## src/rtl/elastic_fifo_pkg.sv

```systemverilog
// Shared constants and the SKIP (K28.0) symbol matcher for the RX elastic buffer.
package elastic_fifo_pkg;

  localparam logic [9:0] SKIP_RD_NEG = 10'h0F4;
  localparam logic [9:0] SKIP_RD_POS = 10'h30B;
  localparam int STATS_WIDTH = 16;

  function automatic logic is_skip(input logic [9:0] sym);
    return (sym == SKIP_RD_NEG) || (sym == SKIP_RD_POS);
  endfunction

endpackage

```

## src/rtl/elastic_fifo_mem.sv

```systemverilog
// Symbol storage: one write port, one registered read port, plus a combinational
// view of the entry at the read address so the top can inspect the head symbol.
module elastic_fifo_mem #(
  parameter int DATA_WIDTH    = 10,
  parameter int BUFFER_DEPTH  = 16,
  parameter int ADDRESS_WIDTH = $clog2(BUFFER_DEPTH)
) (
  input  logic                     clk,
  input  logic                     rst,
  input  logic                     wr_en,
  input  logic [ADDRESS_WIDTH-1:0] wr_addr,
  input  logic [DATA_WIDTH-1:0]    wr_data,
  input  logic                     rd_en,
  input  logic [ADDRESS_WIDTH-1:0] rd_addr,
  output logic [DATA_WIDTH-1:0]    rd_data,
  output logic [DATA_WIDTH-1:0]    head
);

  logic [DATA_WIDTH-1:0] mem_reg [BUFFER_DEPTH];
  logic [DATA_WIDTH-1:0] rd_data_reg;

  always_ff @(posedge clk or posedge rst) begin
    if (rst) begin
      for (int i = 0; i < BUFFER_DEPTH; i++) begin
        mem_reg[i] <= '0;
      end
    end else if (wr_en) begin
      mem_reg[wr_addr] <= wr_data;
    end
  end

  // A simultaneous write to the read address returns the old contents.
  always_ff @(posedge clk or posedge rst) begin
    if (rst) begin
      rd_data_reg <= '0;
    end else if (rd_en) begin
      rd_data_reg <= mem_reg[rd_addr];
    end
  end

  assign rd_data = rd_data_reg;
  assign head    = mem_reg[rd_addr];

endmodule

```

## src/rtl/elastic_fifo.sv

```systemverilog
// RX elastic buffer with SKIP deletion above the high watermark and SKIP duplication
// below the low watermark. Define ELASTIC_FIFO_STATS_EN to add saturating SKIP counters.
module elastic_fifo
  import elastic_fifo_pkg::*;
#(
  parameter int DATA_WIDTH     = 10,
  parameter int BUFFER_DEPTH   = 16,
  parameter int ADDRESS_WIDTH  = $clog2(BUFFER_DEPTH),
  parameter int LOW_WATERMARK  = 6,
  parameter int HIGH_WATERMARK = 10
) (
  input  logic                   local_clock,
  input  logic                   local_reset,
  input  logic                   wr_en,
  input  logic [DATA_WIDTH-1:0]  data_in,
  input  logic                   rd_en,
  output logic [DATA_WIDTH-1:0]  data_out,
  output logic                   rd_valid,
  output logic [ADDRESS_WIDTH:0] occupancy,
  output logic                   full,
  output logic                   empty,
  output logic                   overflow,
  output logic                   underflow,
  output logic                   skip_added,
  output logic                   skip_removed
`ifdef ELASTIC_FIFO_STATS_EN
  ,
  output logic [STATS_WIDTH-1:0] skip_added_count,
  output logic [STATS_WIDTH-1:0] skip_removed_count
`endif
);

  localparam int PW = ADDRESS_WIDTH + 1;
  localparam logic [PW-1:0] DEPTH_LVL = PW'(BUFFER_DEPTH);
  localparam logic [PW-1:0] LOW_LVL   = PW'(LOW_WATERMARK);
  localparam logic [PW-1:0] HIGH_LVL  = PW'(HIGH_WATERMARK);

  logic [PW-1:0] wr_ptr_reg, rd_ptr_reg, occupancy_reg, occupancy_next;
  logic          full_reg, empty_reg, ins_done_reg, rd_valid_reg;
  logic          overflow_reg, underflow_reg, skip_added_reg, skip_removed_reg;
  logic          del, ins, pop, push, ovf, unf;
  logic [DATA_WIDTH-1:0] head;

  elastic_fifo_mem #(
    .DATA_WIDTH   (DATA_WIDTH),
    .BUFFER_DEPTH (BUFFER_DEPTH),
    .ADDRESS_WIDTH(ADDRESS_WIDTH)
  ) u_mem (
    .clk    (local_clock),
    .rst    (local_reset),
    .wr_en  (push),
    .wr_addr(wr_ptr_reg[ADDRESS_WIDTH-1:0]),
    .wr_data(data_in),
    .rd_en  (pop || ins),
    .rd_addr(rd_ptr_reg[ADDRESS_WIDTH-1:0]),
    .rd_data(data_out),
    .head   (head)
  );

  // Deletion is decided first, then insertion, then push/pop, all on pre-edge occupancy.
  always_comb begin
    del = wr_en && is_skip(data_in[9:0]) && (occupancy_reg > HIGH_LVL);
    ins = rd_en && !empty_reg && is_skip(head[9:0]) && (occupancy_reg < LOW_LVL) && !ins_done_reg;
    pop = rd_en && !empty_reg && !ins;
    push = wr_en && !del && (!full_reg || pop);
    ovf = wr_en && !del && full_reg && !pop;
    unf = rd_en && empty_reg;
    occupancy_next = occupancy_reg + PW'(push) - PW'(pop);
  end

  always_ff @(posedge local_clock or posedge local_reset) begin
    if (local_reset) begin
      wr_ptr_reg       <= '0;
      rd_ptr_reg       <= '0;
      occupancy_reg    <= '0;
      full_reg         <= 1'b0;
      empty_reg        <= 1'b1;
      ins_done_reg     <= 1'b0;
      rd_valid_reg     <= 1'b0;
      overflow_reg     <= 1'b0;
      underflow_reg    <= 1'b0;
      skip_added_reg   <= 1'b0;
      skip_removed_reg <= 1'b0;
    end else begin
      if (push) wr_ptr_reg <= wr_ptr_reg + PW'(1);
      if (pop) begin
        rd_ptr_reg   <= rd_ptr_reg + PW'(1);
        ins_done_reg <= 1'b0;
      end else if (ins) begin
        ins_done_reg <= 1'b1;
      end
      occupancy_reg    <= occupancy_next;
      full_reg         <= (occupancy_next == DEPTH_LVL);
      empty_reg        <= (occupancy_next == '0);
      rd_valid_reg     <= pop || ins;
      overflow_reg     <= ovf;
      underflow_reg    <= unf;
      skip_added_reg   <= ins;
      skip_removed_reg <= del;
    end
  end

  assign rd_valid     = rd_valid_reg;
  assign occupancy    = occupancy_reg;
  assign full         = full_reg;
  assign empty        = empty_reg;
  assign overflow     = overflow_reg;
  assign underflow    = underflow_reg;
  assign skip_added   = skip_added_reg;
  assign skip_removed = skip_removed_reg;

`ifdef ELASTIC_FIFO_STATS_EN
  logic [STATS_WIDTH-1:0] added_count_reg, removed_count_reg;

  always_ff @(posedge local_clock or posedge local_reset) begin
    if (local_reset) begin
      added_count_reg   <= '0;
      removed_count_reg <= '0;
    end else begin
      if (skip_added_reg && (added_count_reg != '1)) added_count_reg <= added_count_reg + 1'b1;
      if (skip_removed_reg && (removed_count_reg != '1)) removed_count_reg <= removed_count_reg + 1'b1;
    end
  end

  assign skip_added_count   = added_count_reg;
  assign skip_removed_count = removed_count_reg;
`endif

endmodule
```

## config.mk

```make
export PLATFORM = sky130hd
export DESIGN_NAME = elastic_fifo
export DESIGN_NICKNAME = d
export VERILOG_FILES = /design/src/rtl/elastic_fifo_pkg.sv /design/src/rtl/elastic_fifo_mem.sv /design/src/rtl/elastic_fifo.sv
export SDC_FILE = /design/constraint.sdc
export NUM_CORES = 1
export LEC_CHECK = 0
export ABC_AREA = 0
export ABC_CLOCK_PERIOD_IN_PS = 19500
export CAP_MARGIN = 5
export CORE_MARGIN = 2
export CORE_UTILIZATION = 45
export CTS_CLUSTER_DIAMETER = 30
export CTS_CLUSTER_SIZE = 20
export DETAILED_ROUTE_END_ITERATION = 6
export DONT_BUFFER_PORTS = 1
export GPL_TIMING_DRIVEN = 0
export PLACE_DENSITY = 0.61
export REMOVE_ABC_BUFFERS = 1
export SYNTH_ARGS = -nofsm -noshare
export SYNTH_HDL_FRONTEND = slang
export SYNTH_SLANG_ARGS = --single-unit
export TNS_END_PERCENT = 50
```

## constraint.sdc

```tcl
create_clock -name local_clock -period 19.5 [get_ports local_clock]
set_input_delay 4.875 -clock local_clock [delete_from_list [all_inputs] [get_ports local_clock]]
set_output_delay 4.875 -clock local_clock [all_outputs]
set_load 0.005 [all_outputs]
```

==> results, run 1 <==
- The run finished with clean final reports.
- The worst IR drop on VDD is 0.0000706 V.
- For this run, the detailed router's first-pass iteration total came to 4.
- The delay of the slowest cell on the worst path is 0.52 ns.
- The initial cell density of the core is 45.4%.
- The total count of max-transition violations in the final report is 0.
- The initial antenna violation count is 0.
- The congestion estimate from routability-driven global placement came to 0.759.
- The final core area utilization is 48.7%.
- Buffers inserted to repair hold after CTS numbered 0.
- In the final design database the tool counted 624 nets.
- The die is 152 um wide.
- The sequential-to-total area share from yosys stat is 48.7%.
- Yosys attributes the largest share of cell area to sky130_fd_sc_hd__dfrtp_1 (48%), sky130_fd_sc_hd__mux2_4 (15%), sky130_fd_sc_hd__mux2_2 (7.3%).
- In this run the remaining antenna-violating nets after routing total 0.
- The most common cell after layout, fill and taps aside is sky130_fd_sc_hd__dfrtp_1.
- The element type at the critical path end is a flop.
- Dividing the final minimum period by the clock period gives 40.4%.
- After synthesis the cells add up to 0.00982 mm^2.
- The number of sinks driven by the clock tree is 191.
- The total net switching power is 0.643 mW.
- The TritonCTS clock tree is yes.
- The critical path data required time is 19.86 ns.
- The floorplan step defined a core boundary enclosing 0.0216 mm^2.
- The number of fillers in the final layout is 1808.
- The number of buffer and inverter stages on the critical path is 2.
- The longest clock path from root to sink contains 2 buffers.
- The average footprint of a synthesized cell is 16.2 um^2.
- 0 antenna diodes ended up in the layout.
- The slowest stage of the critical path is the sky130_fd_sc_hd__or4b_1 cell.
- The area of combinational cells with multiple inputs is 0.00461 mm^2.
- Setup repair after global routing left no endpoint under its margin.
- The async set-reset flop share out of synthesis is 100%.
- Cell internal power was estimated by the tool at 1.25 mW.
- The footprint of the flip-flops and latches is 0.00478 mm^2.
- Max-cap violations in this run came to 0.
- The total leakage power is 4.82 nW.
- The number of gates resized after CTS was 0.
- The cell class contributing the biggest share of worst-path delay is simple AND/OR/NAND/NOR gates.
- The depth of the CTS H-tree is 4.
- At the later pin of the worst-skew pair, clock insertion delay measures 0.43 ns.
- The final number of hold-violating endpoints is 0.
- The number of setup buffers added after CTS is 0.
- The TritonCTS buffer count is 17.
- Leaving out fill and tap cells, the most frequent cells in the layout are sky130_fd_sc_hd__dfrtp_1 (188), sky130_fd_sc_hd__mux2_4 (100), sky130_fd_sc_hd__mux2_2 (64).
- The floorplan has 54 rows.
- After synthesis the netlist holds a flip-flop and latch count of 191.
- The hold slack is 0.499 ns.
- The kind of launch point of the worst setup path is an input port.
- The chip height is 152 um.
- The number of global-route vias before repair came to 5519.
- For this design the top-level I/O count stands at 36.
- Combinational logic is responsible for 42.0% of the overall power.
- For this run, the total global-route usage over all layers was measured as 19.4%.
- The count of vias placed by the detailed router is 5103.
- For this block, the initial DRC count from the detailed router was 247.
- For the worst setup path, the data arrival time is 8.23 ns.
- The number of input and output port buffers inserted is 0.
- The clock period could shrink to 7.87 ns.
- Of all nets on the critical path, the largest fanout is 18.
- The die covers 0.0230 mm^2.
- In this run switching power makes up 33.9% of total power.
- Dividing the detail-routed via count by the number of cells gives 5.76.
- In the final timing run, aggregate negative setup slack is 0 ns.
- In the final layout, the share of cells above drive strength 1 is 42.9%.
- The half-perimeter wire length after placement is 13300 um.
- The clock network burns 19.3% of the power.
- The cell area after placement is 0.00992 mm^2.
- The clock arrives with 0.0104 ns of skew.
- The first global-routing pass estimated 33000 um of wire.
- Clock-pin slew was measured on the worst setup and hold paths at 0.07 ns.
- The slew at the pin with the worst max-slew slack is 0.915 ns.
- The number of enable flip-flop cells after synthesis is 0.
- Dividing total power by cell area gives a power density of 180 mW/mm^2.
- The min-delay analysis places its worst path in the category flop to flop.
- The worst setup path is of the input port to flop kind.
- Traced cell by cell, the critical path runs through or4b_1 -> nor4b_1 -> o221a_2 -> nor2b_1 -> o21ai_1 -> ha_1 -> inv_1 -> ha_1 -> inv_1 -> fa_1 -> xor2_1 -> or4_1 -> nor2b_1.
- Counting distinct cell types in the post-synthesis netlist gives 67.
- The top flip-flop cell by instance count after synthesis is sky130_fd_sc_hd__dfrtp_1.
- In the routed design, unresolved DRC markers number 0.
- Sequential cells account for 38.7% of the total power.
- The clock tree root buffer cell is sky130_fd_sc_hd__clkbuf_16.
- The global route total overflow is 0.
- The final instance area is 0.0105 mm^2.
- The routed wire length per instance is 23.4 um.
- Static timing analysis puts the maximum clock frequency at 0.127 GHz.
- The number of endpoints failing setup at the final stage is 0.
- The post-synthesis to final-layout area growth is 7.34%.
- The cell count after synthesis came out at 607.
- The flip-flop count of the largest register after layout is 160.
- The worst pin sits at a relative slew slack of 38.8%.
- The maximum number of pins on one net before global-route repair is 118.
- The top cell type by total area after synthesis is sky130_fd_sc_hd__dfrtp_1.
- For this block, the routed nets add up to 20800 um of wire.
- The number of warnings reported in the yosys synthesis log is 0.
- The top cell type by area accounts for 48.4% of the synthesized area.
[layer usage]
layer	routed length, um	vias to the layer above	global-route usage (%)
li1	-	2224	-
met1	9630	2758	26.3
met3	703	25	3.77
met4	325	0	5.42
met2	10100	96	32.0
met5	0	-	0
[kinds of logic (layout without fill, tap and decap cells)]
family | after synthesis | in the layout | synth area share, %
compound gates | 47 | 47 | 5.93
xor+xnor | 9 | 9 | 0.803
fa+ha+maj | 17 | 17 | 2.24
buf+inv | 52 | 51 | 4.41
flops | 191 | 191 | 48.7
mux | 212 | 212 | 33.1
simple gates | 79 | 79 | 4.82
[worst register-to-register path: cells and delay by family (launching register included)]
kind | cells | cell delay, ns
flip-flops | 1 | 0.78
XOR/XNOR | 1 | 0.17
AND/OR/NAND/NOR | 5 | 1.46
AO/OA/AOI/OAI | 2 | 0.71
buffers and inverters | 2 | 0.11
multiplexers | 2 | 1.09
adder cells (fa/ha/maj) | 3 | 0.88
[synth_stat cells, drive strengths merged (2+ instances only)]
cell	number
a211oi	2
a21oi	4
a221oi	3
a22o	4
a22oi	5
and2	4
buf	18
clkbuf	11
dfrtp	190
dlygate4sd3	10
ha	16
inv	12
mux2	164
mux2i	9
mux4	39
nand2	24
nand3	4
nand4b	2
nor2	14
nor2b	9
nor3	4
nor3b	3
nor4	3
nor4b	2
o2111ai	5
o211ai	14
o21ai	7
xnor2	6
xor2	3
[power by group through the flow]
stage / Combinational (mW) / Clock, mW / Sequential [mW]
2_1_floorplan: 0.621 / 0 / 0.706
3_3_place_gp: 0.731 / 0 / 0.756
3_5_place_dp: 0.797 / 0 / 0.738
4_1_cts: 0.800 / 0.373 / 0.733
5_1_grt: 0.854 / 0.392 / 0.758
6_report: 0.796 / 0.366 / 0.733
[metrics by stage]
step	setup slack, ns	cells	power (mW)
after CTS	11.57	886	1.91
after global placement	7.83	848	1.49
final	11.63	886	1.90
after floorplan	9.43	568	1.33
after global routing	11.44	886	2.00
after detailed placement	11.11	854	1.53
[path summary, 6_finish.rpt]
| check | from | endpoint | slack [ns] | depth (start not counted) |
|---|---|---|---|---|
| min in group asynchronous | local_reset | u_mem.mem_reg[129]$_DFFE_PP0P_ | 4.34 | 1 |
| max in group asynchronous | local_reset | u_mem.mem_reg[17]$_DFFE_PP0P_ | 14.21 | 2 |
| max | data_in[8] | full$_DFF_PP0_ | 11.63 | 13 |
| max reg2reg | rd_ptr_reg[1]$_DFFE_PP0P_ | full$_DFF_PP0_ | 14.23 | 15 |
| min reg2reg | u_mem.mem_reg[36]$_DFFE_PP0P_ | u_mem.mem_reg[36]$_DFFE_PP0P_ | 0.50 | 1 |
| min | u_mem.mem_reg[36]$_DFFE_PP0P_ | u_mem.mem_reg[36]$_DFFE_PP0P_ | 0.50 | 1 |
[area by class of cell]
| cell class | count | area share [%] |
|---|---|---|
| Timing Repair Buffer | 6 | 1.12 |
| Multi-Input combinational cell | 364 | 43.8 |
| Clock inverter | 14 | 1.71 |
| Inverter | 13 | 0.534 |
| Sequential cell | 191 | 45.4 |
| Clock buffer | 18 | 4.17 |
| Tap cell | 280 | 3.32 |
Power figures use the tool's default switching activity.
==> inputs of run 2 (changes only) <==
Settings changed: ABC_CLOCK_PERIOD_IN_PS 19500 to 6590, PLACE_DENSITY 0.61 to 0.63.
Clock period 19.5 ns to 6.59 ns, I/O delays scaled along.
==> results, run 2 (same netlist as run 1, synthesis figures left out) <==
- The number of routed nets with antenna violations is 0 (unchanged).
- The number of core rows is 54 (unchanged).
- The relative contribution of the clock network to total power is 17.8% (-1.5 points).
- The library cell used most frequently in the layout, excluding fill and tap cells, is sky130_fd_sc_hd__dfrtp_1.
- The number of fillers in the final layout is 1825 (+0.94%).
- The run finished with clean final reports.
- The setup slack after placement came to 1.22 ns (-9.89 ns).
- The footprint of the flip-flops and latches is 0.00478 mm^2 (unchanged).
- The relative max-transition margin is 40.3% (+1.5 points).
- The fraction of power consumed by sequential logic is 39.9% (+1.2 points).
- The worst hold path endpoint is u_mem.mem_reg[18]$_DFFE_PP0P_.
- The total internal power is 3.61 mW (+190%).
- The worst setup slack for register-to-register paths is 1.21 ns (-13.02 ns).
- For this run, the top clock speed supported by timing is 0.186 GHz.
- The count of instances resized after the clock tree is built is 0 (unchanged).
- The half-perimeter wire length after placement is 13600 um (+2.1%).
- The number of placed cells counting well taps is 854 (unchanged).
- Relative to the synthesized area, the layout overhead comes to 6.63%.
- The TritonCTS buffer count is 17 (unchanged).
- The routed wire length per instance is 23.3 um (-0.74%).
- The count of hold-fix buffers inserted at cts came to 0 (unchanged).
- The initial cell density of the core came to 45.4% (unchanged).
- TritonCTS built the clock tree.
- The cell count of the worst hold path came to 1 (unchanged).
- In this run the critical register-to-register path is captured at full$_DFF_PP0_.
- The max capacitance violation total was 0 (unchanged).
- The clock period could shrink to 5.38 ns.
- The total leakage power is 4.77 nW (-0.99%).
- The launch point of the worst hold path is u_mem.mem_reg[18]$_DFFE_PP0P_.
- The number of vias per cell after detailed routing is 5.77 (+0.10%).
- CTS placed an instance of sky130_fd_sc_hd__clkbuf_16 at the clock tree root.
- The clock network latency to the later pin of the worst-skew pair is 0.43 ns (about the same).
- The clock-pin slew on the worst setup and hold paths was 0.07 ns (about the same).
- Setup repair after global routing left no endpoint under its margin.
- The wire length of the first global-routing pass is 33300 um (+0.77%).
- The critical path data required time is 6.95 ns (-12.91 ns).
- The net switching fraction of the power was 34.4% (+0.48 points).
- The core area is 0.0216 mm^2 (unchanged).
- The die span in x is 152 um (unchanged).
- The total net switching power is 1.90 mW (+190%).
- The layout cell share with drive strength beyond 1 is 42.6% (-0.33 points).
- The count of boundary I/O pins is 36 (unchanged).
- The number of remaining DRC errors is 0 (unchanged).
- The final number of hold-violating endpoints is 0 (unchanged).
- The net count of the finished layout is 624 (unchanged).
- The startpoint identified for the worst register-to-register timing path is rd_ptr_reg[0]$_DFFE_PP0P_.
- In this run the worst setup path begins at rd_ptr_reg[0]$_DFFE_PP0P_.
- The post-CTS setup repair buffer count is 0 (unchanged).
- The area of combinational cells with multiple inputs was 0.00461 mm^2 (unchanged).
- The depth of the CTS H-tree was 4 (unchanged).
- The path type of the worst min-delay path is flop to flop.
- The chip height is 152 um (unchanged).
- The power density of the placed cells is 526 mW/mm^2 (+190%).
- The combinational share of power is 42.3% (+0.3 points).
- The global route total overflow is 0 (unchanged).
- The clock tree skew after final layout is 0.0115 ns (+0.00101 ns).
- In the layout the commonest cells are sky130_fd_sc_hd__dfrtp_1 (188), sky130_fd_sc_hd__mux2_4 (100), sky130_fd_sc_hd__mux2_2 (64).
- The count of vias placed by the detailed router is 5114 (+0.22%).
- The biggest fanout along the worst timing path was 19 (+1).
- The initial antenna violation count came to 0 (unchanged).
- The number of input and output port buffers inserted is 0 (unchanged).
- The worst IR drop on VDD was 0.000151 V (+110%).
- The total count of max-transition violations in the final report is 0 (unchanged).
- The global placer's final weighted congestion is 0.775 (+2.1%).
- The overall routed net length is 20600 um (-0.63%).
- The full die area is 0.0230 mm^2 (unchanged).
- The number of detailed-routing iterations run before antenna repair came to 4 (unchanged).
- The number of endpoints failing setup at the final stage is 0 (unchanged).
- The depth of the worst register-to-register path is 16 (+1).
- The number of sinks driven by the clock tree is 191 (unchanged).
- The count of non-filler cells in the finished layout is 887 (+0.11%).
- The worst setup path is launched from a flop.
- The setup slack of the critical path after layout is 1.21 ns (-10.42 ns).
- The slew at the pin with the worst max-slew slack was 0.894 ns (-0.0213 ns).
- The arrival time at the worst endpoint came to 5.75 ns (-2.48 ns).
- The worst setup path category is flop to flop.
- The maximum number of pins on one net before global-route repair came to 142 (+20%).
- Dividing the final minimum period by the clock period gives 81.7%.
- The number of global-route vias before repair came to 5578 (+1.1%).
- The violation count after the first detailed-routing iteration was 283 (+15%).
- The total global-route track usage is 19.6% (+0.21 points).
- The flip-flop count of the largest register after layout came to 160 (unchanged).
- The worst-case clock buffer depth is 2 (unchanged).
- The worst setup path is captured at a flop.
==> run 2: changes by cell type in the layout (fill, tap and decap cells not counted) <==
cell | before | now
sky130_fd_sc_hd__clkbuf_1 | 0 | 2
sky130_fd_sc_hd__clkinvlp_4 | 1 | 5
sky130_fd_sc_hd__diode_2 | 0 | 1
sky130_fd_sc_hd__bufinv_16 | 3 | 1
sky130_fd_sc_hd__clkbuf_8 | 1 | 0
sky130_fd_sc_hd__clkinv_4 | 3 | 0
sky130_fd_sc_hd__inv_6 | 4 | 3
sky130_fd_sc_hd__clkinv_2 | 2 | 4
sky130_fd_sc_hd__inv_8 | 2 | 1
==> run 2: worst max-delay path by stage <==
| stage | slack (ns) | cells past startpoint | endpoint |
|---|---|---|---|
| 6_report | 1.21 | 16 | full$_DFF_PP0_ |
| 5_1_grt | 0.92 | 15 | empty$_DFF_PP1_ |
| 4_1_cts | 1.21 | 16 | empty$_DFF_PP1_ |
| 3_5_place_dp | 1.22 | 16 | full$_DFF_PP0_ |
| 3_3_place_gp | -1.77 | 1 | u_mem.mem_reg[78]$_DFFE_PP0P_ |
| 2_1_floorplan | -0.25 | 1 | full$_DFF_PP0_ |
==> run 2: metrics by stage <==
stage          setup TNS [ns]  cell area [um^2]  power (mW)  util [%]  hold slack, ns
3_5_place_dp                0              9920        4.54      45.9           0.488
2_1_floorplan          -48.39              9430        3.93         -           0.467
3_3_place_gp          -334.24              9780        4.39      45.3           0.479
6_report                    0             10500        5.51      48.4           0.501
4_1_cts                     0             10500        5.53      48.4           0.503
5_1_grt                     0             10500        5.83      48.4           0.518
==> run 2: critical path: stages (launching register included) <==
cell and delay [ns]:
sky130_fd_sc_hd__dfrtp_2 0.76, sky130_fd_sc_hd__buf_12 0.27, sky130_fd_sc_hd__mux4_1 0.59, sky130_fd_sc_hd__a22o_1 0.31
sky130_fd_sc_hd__a221oi_2 0.35, sky130_fd_sc_hd__nand3_1 0.23, sky130_fd_sc_hd__nor4_4 0.48, sky130_fd_sc_hd__nor3_2 0.22
sky130_fd_sc_hd__o21ai_1 0.33, sky130_fd_sc_hd__ha_1 0.29, sky130_fd_sc_hd__inv_1 0.05, sky130_fd_sc_hd__ha_1 0.15
sky130_fd_sc_hd__inv_1 0.05, sky130_fd_sc_hd__fa_1 0.40, sky130_fd_sc_hd__xor2_1 0.17, sky130_fd_sc_hd__or4_1 0.51
sky130_fd_sc_hd__nor2b_1 0.12
==> run 2: routing by layer <==
layer	track usage [%]	wire (um)	vias to the layer above
met5	0	0	-
met4	6.20	332	0
met3	3.17	850	25
met2	31.5	9940	99
met1	27.5	9510	2762
li1	-	-	2228
==> run 2: power groups by stage <==
stage / combinational (mW) / sequential, mW / clock [mW]
after floorplan: 1.84 / 2.09 / 0
after global placement: 2.16 / 2.23 / 0
after detailed placement: 2.33 / 2.21 / 0
after CTS: 2.34 / 2.20 / 0.994
after global routing: 2.51 / 2.28 / 1.05
final: 2.33 / 2.20 / 0.979
==> run 2: layout make-up <==
type,instances,share of cell area [%]
antenna,1,0.0239
clock buffer,19,4.14
clock inverter,13,1.09
inverter,13,0.538
multi-input combinational,364,44.1
sequential,191,45.7
tap,280,3.35
timing repair buffer,6,1.12
==> inputs of run 3 (changes only) <==
Settings changed: ABC_CLOCK_PERIOD_IN_PS 6590 to 5000, PLACE_DENSITY 0.63 to 0.61.
Clock period 6.59 ns to 5 ns, I/O delays scaled along.
==> results, run 3 (same netlist as run 1, synthesis figures left out) <==
- The footprint of the flip-flops and latches is 0.00479 mm^2 (+0.16%).
- The core area is 0.0216 mm^2 (unchanged).
- The die span in x is 152 um (unchanged).
- The minimum clock period is 4.77 ns (-0.618 ns).
- The final number of hold-violating endpoints is 0 (unchanged).
- The post-synthesis to final-layout area growth is 8.54%.
- The max capacitance violation total is 0 (unchanged).
- The worst register-to-register path begins at rd_ptr_reg[1]$_DFFE_PP0P_.
- The worst IR drop on VDD is 0.000275 V (+82%).
- The overall routed net length was 20800 um (+0.85%).
- In this run the critical register-to-register path is captured at full$_DFF_PP0_.
- The global placer's final weighted congestion is 0.759 (-2.0%).
- The number of input and output port buffers inserted is 0 (unchanged).
- The number of global-route vias before repair is 5532 (-0.82%).
- The worst setup path is launched from a flop.
- The run finished with clean final reports.
- The area of combinational cells with multiple inputs came to 0.00465 mm^2 (+0.81%).
- The global route total overflow is 0 (unchanged).
- The number of routed nets with antenna violations is 0 (unchanged).
- The total net switching power came to 2.54 mW (+34%).
- The depth of the CTS H-tree came to 4 (unchanged).
- The number of vias per cell after detailed routing is 5.76 (about the same).
- The slew at the pin with the worst max-slew slack is 0.911 ns (+0.0176 ns).
- The chip height is 152 um (unchanged).
- The number of placed cells counting well taps came to 854 (unchanged).
- The element type at the critical path end is a flop.
- The total global-route track usage is 19.4% (-0.20 points).
- The routed wire length per instance is 23.3 um (about the same).
- The maximum number of pins on one net before global-route repair is 118 (-17%).
- The power density of the placed cells came to 703 mW/mm^2 (+34%).
- The worst setup path category is flop to flop.
- The relative contribution of the clock network to total power is 19.1% (+1.3 points).
- The post-route fraction of the period consumed by the critical path was 95.3% (+14 points).
- The launch point of the worst hold path is u_mem.mem_reg[36]$_DFFE_PP0P_.
- The clock tree skew after final layout is 0.0107 ns (-0.000704 ns).
- The count of boundary I/O pins is 36 (unchanged).
- The wire length of the first global-routing pass is 33100 um (-0.64%).
- The clock-pin slew on the worst setup and hold paths came to 0.07 ns (about the same).
- Leaving out fill and tap cells, the most frequent cells in the layout are sky130_fd_sc_hd__dfrtp_1 (186), sky130_fd_sc_hd__mux2_4 (100), sky130_fd_sc_hd__mux2_2 (64).
- The combinational share of power is 42.8% (+0.5 points).
- The total internal power is 4.95 mW (+37%).
- The antenna diode instance count came to 0 (-1).
- The half-perimeter wire length after placement was 13300 um (-2.0%).
- The net count of the finished layout was 632 (+1.3%).
- The relative max-transition margin is 39.1% (-1.2 points).
- The depth of the worst register-to-register path is 17 (+1).
- The cell count of the worst hold path was 1 (unchanged).
- The total leakage power is 4.87 nW (+2.0%).
- The fraction of power consumed by sequential logic is 38.1% (-1.8 points).
- The full die area came to 0.0230 mm^2 (unchanged).
- The initial antenna violation count came to 0 (unchanged).
- The biggest fanout along the worst timing path is 16 (-3).
- The count of vias placed by the detailed router came to 5153 (+0.76%).
- The layout cell share with drive strength beyond 1 was 44.3% (+1.7 points).
- The total count of max-transition violations in the final report is 0 (unchanged).
- The arrival time at the worst endpoint is 5.13 ns (-0.62 ns).
- The clock network latency to the later pin of the worst-skew pair came to 0.43 ns (about the same).
- The final core area utilization is 49.3% (+0.87 points).
- The flip-flop count of the largest register after layout came to 160 (unchanged).
- The number of remaining DRC errors is 0 (unchanged).
- The path type of the worst min-delay path is flop to flop.
- The number of detailed-routing iterations run before antenna repair was 4 (unchanged).
- The count of non-filler cells in the finished layout is 894 (+0.79%).
- The number of sinks driven by the clock tree is 191 (unchanged).
- The worst-case clock buffer depth came to 2 (unchanged).
- The clock tree root buffer cell is sky130_fd_sc_hd__clkbuf_16.
- The critical path data required time is 5.36 ns (-1.59 ns).
- The violation count after the first detailed-routing iteration was 253 (-11%).
- The number of core rows is 54 (unchanged).
- The TritonCTS buffer count is 17 (unchanged).
- The number of fillers in the final layout is 1792 (-1.8%).
- The number of endpoints failing setup at the final stage is 0 (unchanged).
- The initial cell density of the core is 45.4% (unchanged).
- Leaving out fill and tap cells, the most frequent cell in the layout is sky130_fd_sc_hd__dfrtp_1.
- The worst setup slack for register-to-register paths is 0.23 ns (-0.97 ns).
- The TritonCTS clock tree is yes.
- The net switching fraction of the power is 34.0% (-0.46 points).
- For hold timing, the worst endpoint is u_mem.mem_reg[36]$_DFFE_PP0P_.
- The fmax is 0.210 GHz (+13%).
==> run 3: changes by cell type in the layout (fill, tap and decap cells not counted), moves of 2 or more <==
cell / before / now
sky130_fd_sc_hd__dfrtp_4: 0 / 2
sky130_fd_sc_hd__clkinv_4: 0 / 3
sky130_fd_sc_hd__bufinv_16: 1 / 3
sky130_fd_sc_hd__buf_4: 0 / 7
sky130_fd_sc_hd__clkinv_2: 4 / 2
sky130_fd_sc_hd__dfrtp_1: 188 / 186
sky130_fd_sc_hd__clkinvlp_4: 5 / 1
sky130_fd_sc_hd__a221oi_2: 2 / 0
sky130_fd_sc_hd__clkbuf_1: 2 / 0
sky130_fd_sc_hd__a221oi_4: 0 / 2
==> run 3: worst max-delay path, stage by stage (launching register included) <==
cell and delay, ns:
sky130_fd_sc_hd__dfrtp_4 0.56, sky130_fd_sc_hd__buf_16 0.20, sky130_fd_sc_hd__mux4_2 0.51, sky130_fd_sc_hd__mux2i_1 0.40, sky130_fd_sc_hd__a211oi_2 0.18, sky130_fd_sc_hd__nor3_1 0.34
sky130_fd_sc_hd__and4_4 0.32, sky130_fd_sc_hd__nor3_4 0.05, sky130_fd_sc_hd__buf_12 0.17, sky130_fd_sc_hd__o21ai_2 0.19, sky130_fd_sc_hd__ha_1 0.27, sky130_fd_sc_hd__inv_1 0.06
sky130_fd_sc_hd__ha_1 0.15, sky130_fd_sc_hd__inv_1 0.05, sky130_fd_sc_hd__fa_1 0.40, sky130_fd_sc_hd__xor2_1 0.17, sky130_fd_sc_hd__or4_1 0.52, sky130_fd_sc_hd__nor2b_1 0.12
==> run 3: worst max-delay path by stage <==
stage                              startpoint                            end  cells after the start
CTS                 rd_ptr_reg[0]$_DFFE_PP0P_                 full$_DFF_PP0_                     16
floorplan                         local_reset                 full$_DFF_PP0_                      1
global route        rd_ptr_reg[0]$_DFFE_PP0P_                 full$_DFF_PP0_                     17
global placement                  local_reset  u_mem.mem_reg[18]$_DFFE_PP0P_                      1
detailed placement  rd_ptr_reg[1]$_DFFE_PP0P_                 full$_DFF_PP0_                     15
finish              rd_ptr_reg[1]$_DFFE_PP0P_                 full$_DFF_PP0_                     17
==> run 3: final cells by class <==
class / count / area share, %
Inverter: 13 / 0.528
Sequential cell: 191 / 45.0
Clock buffer: 18 / 4.12
Clock inverter: 14 / 1.69
Tap cell: 280 / 3.29
Timing Repair Buffer: 14 / 1.78
Multi-Input combinational cell: 364 / 43.6
==> run 3: metrics by stage <==
step / area (um^2) / TNS [ns] / hold WS (ns) / setup slack, ns / total power, mW
floorplan: 9430 / -275.00 / 0.467 / -1.45 / 5.18
detailed placement: 9920 / -0.466 / 0.485 / -0.252 / 5.99
global placement: 9780 / -771.83 / 0.479 / -3.05 / 5.80
global route: 10700 / -0.00217 / 0.508 / -0.00217 / 7.92
CTS: 10600 / 0 / 0.503 / 0.0730 / 7.44
finish: 10700 / 0 / 0.499 / 0.234 / 7.49
==> run 3: what timing repair did <==
action / CTS / global route
buffers inserted: 1 / 7
gates resized for setup: 2 / 7
pin swaps: 1 / 1
hold buffers: 0 / 0
setup endpoints to repair: 2 / 2
==> run 3: power by group through the flow <==
| stage | clock network [mW] | logic (mW) | registers [mW] |
|---|---|---|---|
| final | 1.43 | 3.20 | 2.86 |
| after global routing | 1.53 | 3.43 | 2.95 |
| after CTS | 1.46 | 3.13 | 2.86 |
| after detailed placement | 0 | 3.11 | 2.88 |
| after global placement | 0 | 2.85 | 2.95 |
| after floorplan | 0 | 2.42 | 2.76 |
==> run 3: routing by layer <==
metal  part of all wire (%)  GRT usage [%]  vias to the layer above
li1                       -              -                     2239
met1                     46           26.4                     2790
met2                     49           32.1                       99
met3                    4.0           3.77                       25
met4                    1.7           5.42                        0
met5                      0              0                        -
==> RTL change (flow settings as in run 3) <==
Put one more register stage on the output `overflow`, with the module's reset. The value now appears one clock later. The other outputs are not delayed to match.
--- a/src/rtl/elastic_fifo.sv
+++ b/src/rtl/elastic_fifo.sv
@@ -105,5 +105,11 @@
   assign full         = full_reg;
   assign empty        = empty_reg;
-  assign overflow     = overflow_reg;
+  always_ff @(posedge local_clock or posedge local_reset) begin
+    if (local_reset) begin
+      overflow <= '0;
+    end else begin
+      overflow <= overflow_reg;
+    end
+  end
   assign underflow    = underflow_reg;
   assign skip_added   = skip_added_reg;
Behaviour: same outputs for any inputs over 4 cycles, from zero or initial values and one cycle with local_reset high; that may be too few to reach the edited logic, so the function may still have changed.
==> RTL change against run 3 <==
Non-clock buffer count fell by 3; wire length up 2.3%; global-route usage fell by 0.22 points; setup slack gained 0.042 ns; fmax increased by 0.90%; sequential power is essentially flat; hold slack worse by 0.12 ns; die area increased by 0.24%; synthesized area grew 0.25%; sequential cell count is 1 higher; total power down 1.8%; design area down 0.67%; largest cell class unchanged; largest power group unchanged; highest routed layer unchanged.
==> RTL change: results <==
export IMPL_cts_made_buffers=17
export IMPL_instances_no_fill=891
export IMPL_cts_htree_levels=4
export IMPL_dp_cells=855
export IMPL_yosys_cell_types_count=67
export IMPL_final_nets=630
export IMPL_tightest_slew_ns=0.925
export IMPL_postRouteWirelength_um=21300
export IMPL_dr_pass1_iters=5
export IMPL_drive_gt1_share_pct=43.5
export IMPL_grt_pass1_wl_um=33900
export IMPL_status="finished, final reports clean"
export IMPL_drt_iter0_markers=305
export IMPL_critPathLaunchType="flop"
export IMPL_dpl_hpwl_um=13700
export IMPL_vias_per_cell=5.78
export IMPL_largest_reg_flops=160
export IMPL_synth_area_leaders="dfrtp_1, mux2_4, mux2_2"
export IMPL_grt_max_degree=119
export IMPL_whs_ns=0.376
export IMPL_async_reset_ff_share_pct=100
export IMPL_gp_congestion=0.759
export IMPL_ys_warn_count=0
export IMPL_synth_edff_count=0
export IMPL_placed_area_um2=9950
export IMPL_antenna_found_initial=0
export IMPL_grt_pass1_vias=5635
export IMPL_crit_path_max_fanout=28
export IMPL_p_int_mw=4.82
export IMPL_synth_commonest_cells="dfrtp_1, mux2_4, mux2_2"
export IMPL_io_buffers=0
export IMPL_diodes=0
export IMPL_worstRegToRegCells=16
export IMPL_hold_path_class="flop to flop"
export IMPL_leakagePower_nw=4.82
export IMPL_min_from="overflow_reg"
export IMPL_clk_pin_slew_worst_paths_ns=0.07
export IMPL_clock_path_buffers=2
export IMPL_cts_root_buf="clkbuf_16"
export IMPL_place_ws_ns=-0.325
export IMPL_final_critical_path_setup_slack_ns=0.276
export IMPL_fin_skew_ns=0.0117
export IMPL_syn_instance_count=608
export IMPL_r2r_start="rd_ptr_reg[0]"
export IMPL_grt_util_all_layers_pct=19.2
export IMPL_n_fill_cell=1796
export IMPL_clk_latency_ns=0.43
export IMPL_worstReg2RegEnd="full"
export IMPL_vdd_ir_drop_max_mv=0.250
export IMPL_critPathArrivalTime_ns=5.09
export IMPL_end_kind="flop"
export IMPL_yosysSeqAreaShare_pct=48.8
## RTL change: metal layers
| metal | global-route usage (%) | part of all wire (%) | vias to the layer above |
|---|---|---|---|
| met5 | 0 | 0 | - |
| met4 | 4.90 | 1.5 | 0 |
| met3 | 5.13 | 5.5 | 27 |
| met2 | 29.9 | 48 | 98 |
| met1 | 27.1 | 45 | 2782 |
| li1 | - | - | 2244 |
## RTL change: final cells by class
class | count | area, um2 | share of cell area [%]
inverter | 13 | 56.3 | 0.532
sequential | 192 | 4810 | 45.5
clock inverter | 9 | 61.3 | 0.579
tap | 280 | 350 | 3.31
multi-input combinational | 364 | 4660 | 44.0
clock buffer | 22 | 474 | 4.48
timing repair buffer | 11 | 170 | 1.61
## RTL change: worst min-delay path by stage
stage	to	cells past startpoint
floorplan	overflow	0
global route	overflow	0
finish	overflow	0
CTS	overflow	0
detailed placement	overflow	0
global placement	overflow	0
## RTL change: kinds of logic (layout without fill, tap and decap cells)
family                     after synthesis  count (layout)  synth area share [%]
buffers and inverters                   52              55                  4.40
adders and majority gates               17              17                  2.24
and+or+nand+nor                         79              79                  4.81
muxes                                  212             212                  33.0
AOI/OAI and AO/OA                       47              47                  5.91
DFF                                    192             192                  48.8
xor gates and xnor gates                 9               9                 0.801
## RTL change: repair_timing
action                                  in CTS  in global routing
resized for setup                            4                  5
endpoints found under the setup margin       3                  3
pin swaps                                    1                  0
setup buffers                                1                  4
cloned                                       0                  0
## RTL change: critical path, stage by stage, from the launching register on
cell and delay [ns]:
dfrtp_2 0.44, buf_12 0.25, mux4_1 0.62, a22o_1 0.31, a221oi_4 0.31, nand3_1 0.19
nor4_4 0.39, nor3_4 0.14, o21ai_4 0.23, ha_1 0.25, inv_1 0.06, ha_1 0.15
inv_1 0.05, fa_1 0.40, xor2_1 0.17, or4_1 0.52, nor2b_1 0.13
## RTL change: power by group through the flow
| stage | registers (mW) | logic [mW] | clock network, mW |
|---|---|---|---|
| after floorplan | 2.76 | 2.42 | 0 |
| after global placement | 2.96 | 2.87 | 0 |
| after detailed placement | 2.91 | 3.12 | 0 |
| after CTS | 2.90 | 3.16 | 1.28 |
| after global routing | 2.97 | 3.48 | 1.35 |
| final | 2.87 | 3.23 | 1.25 |
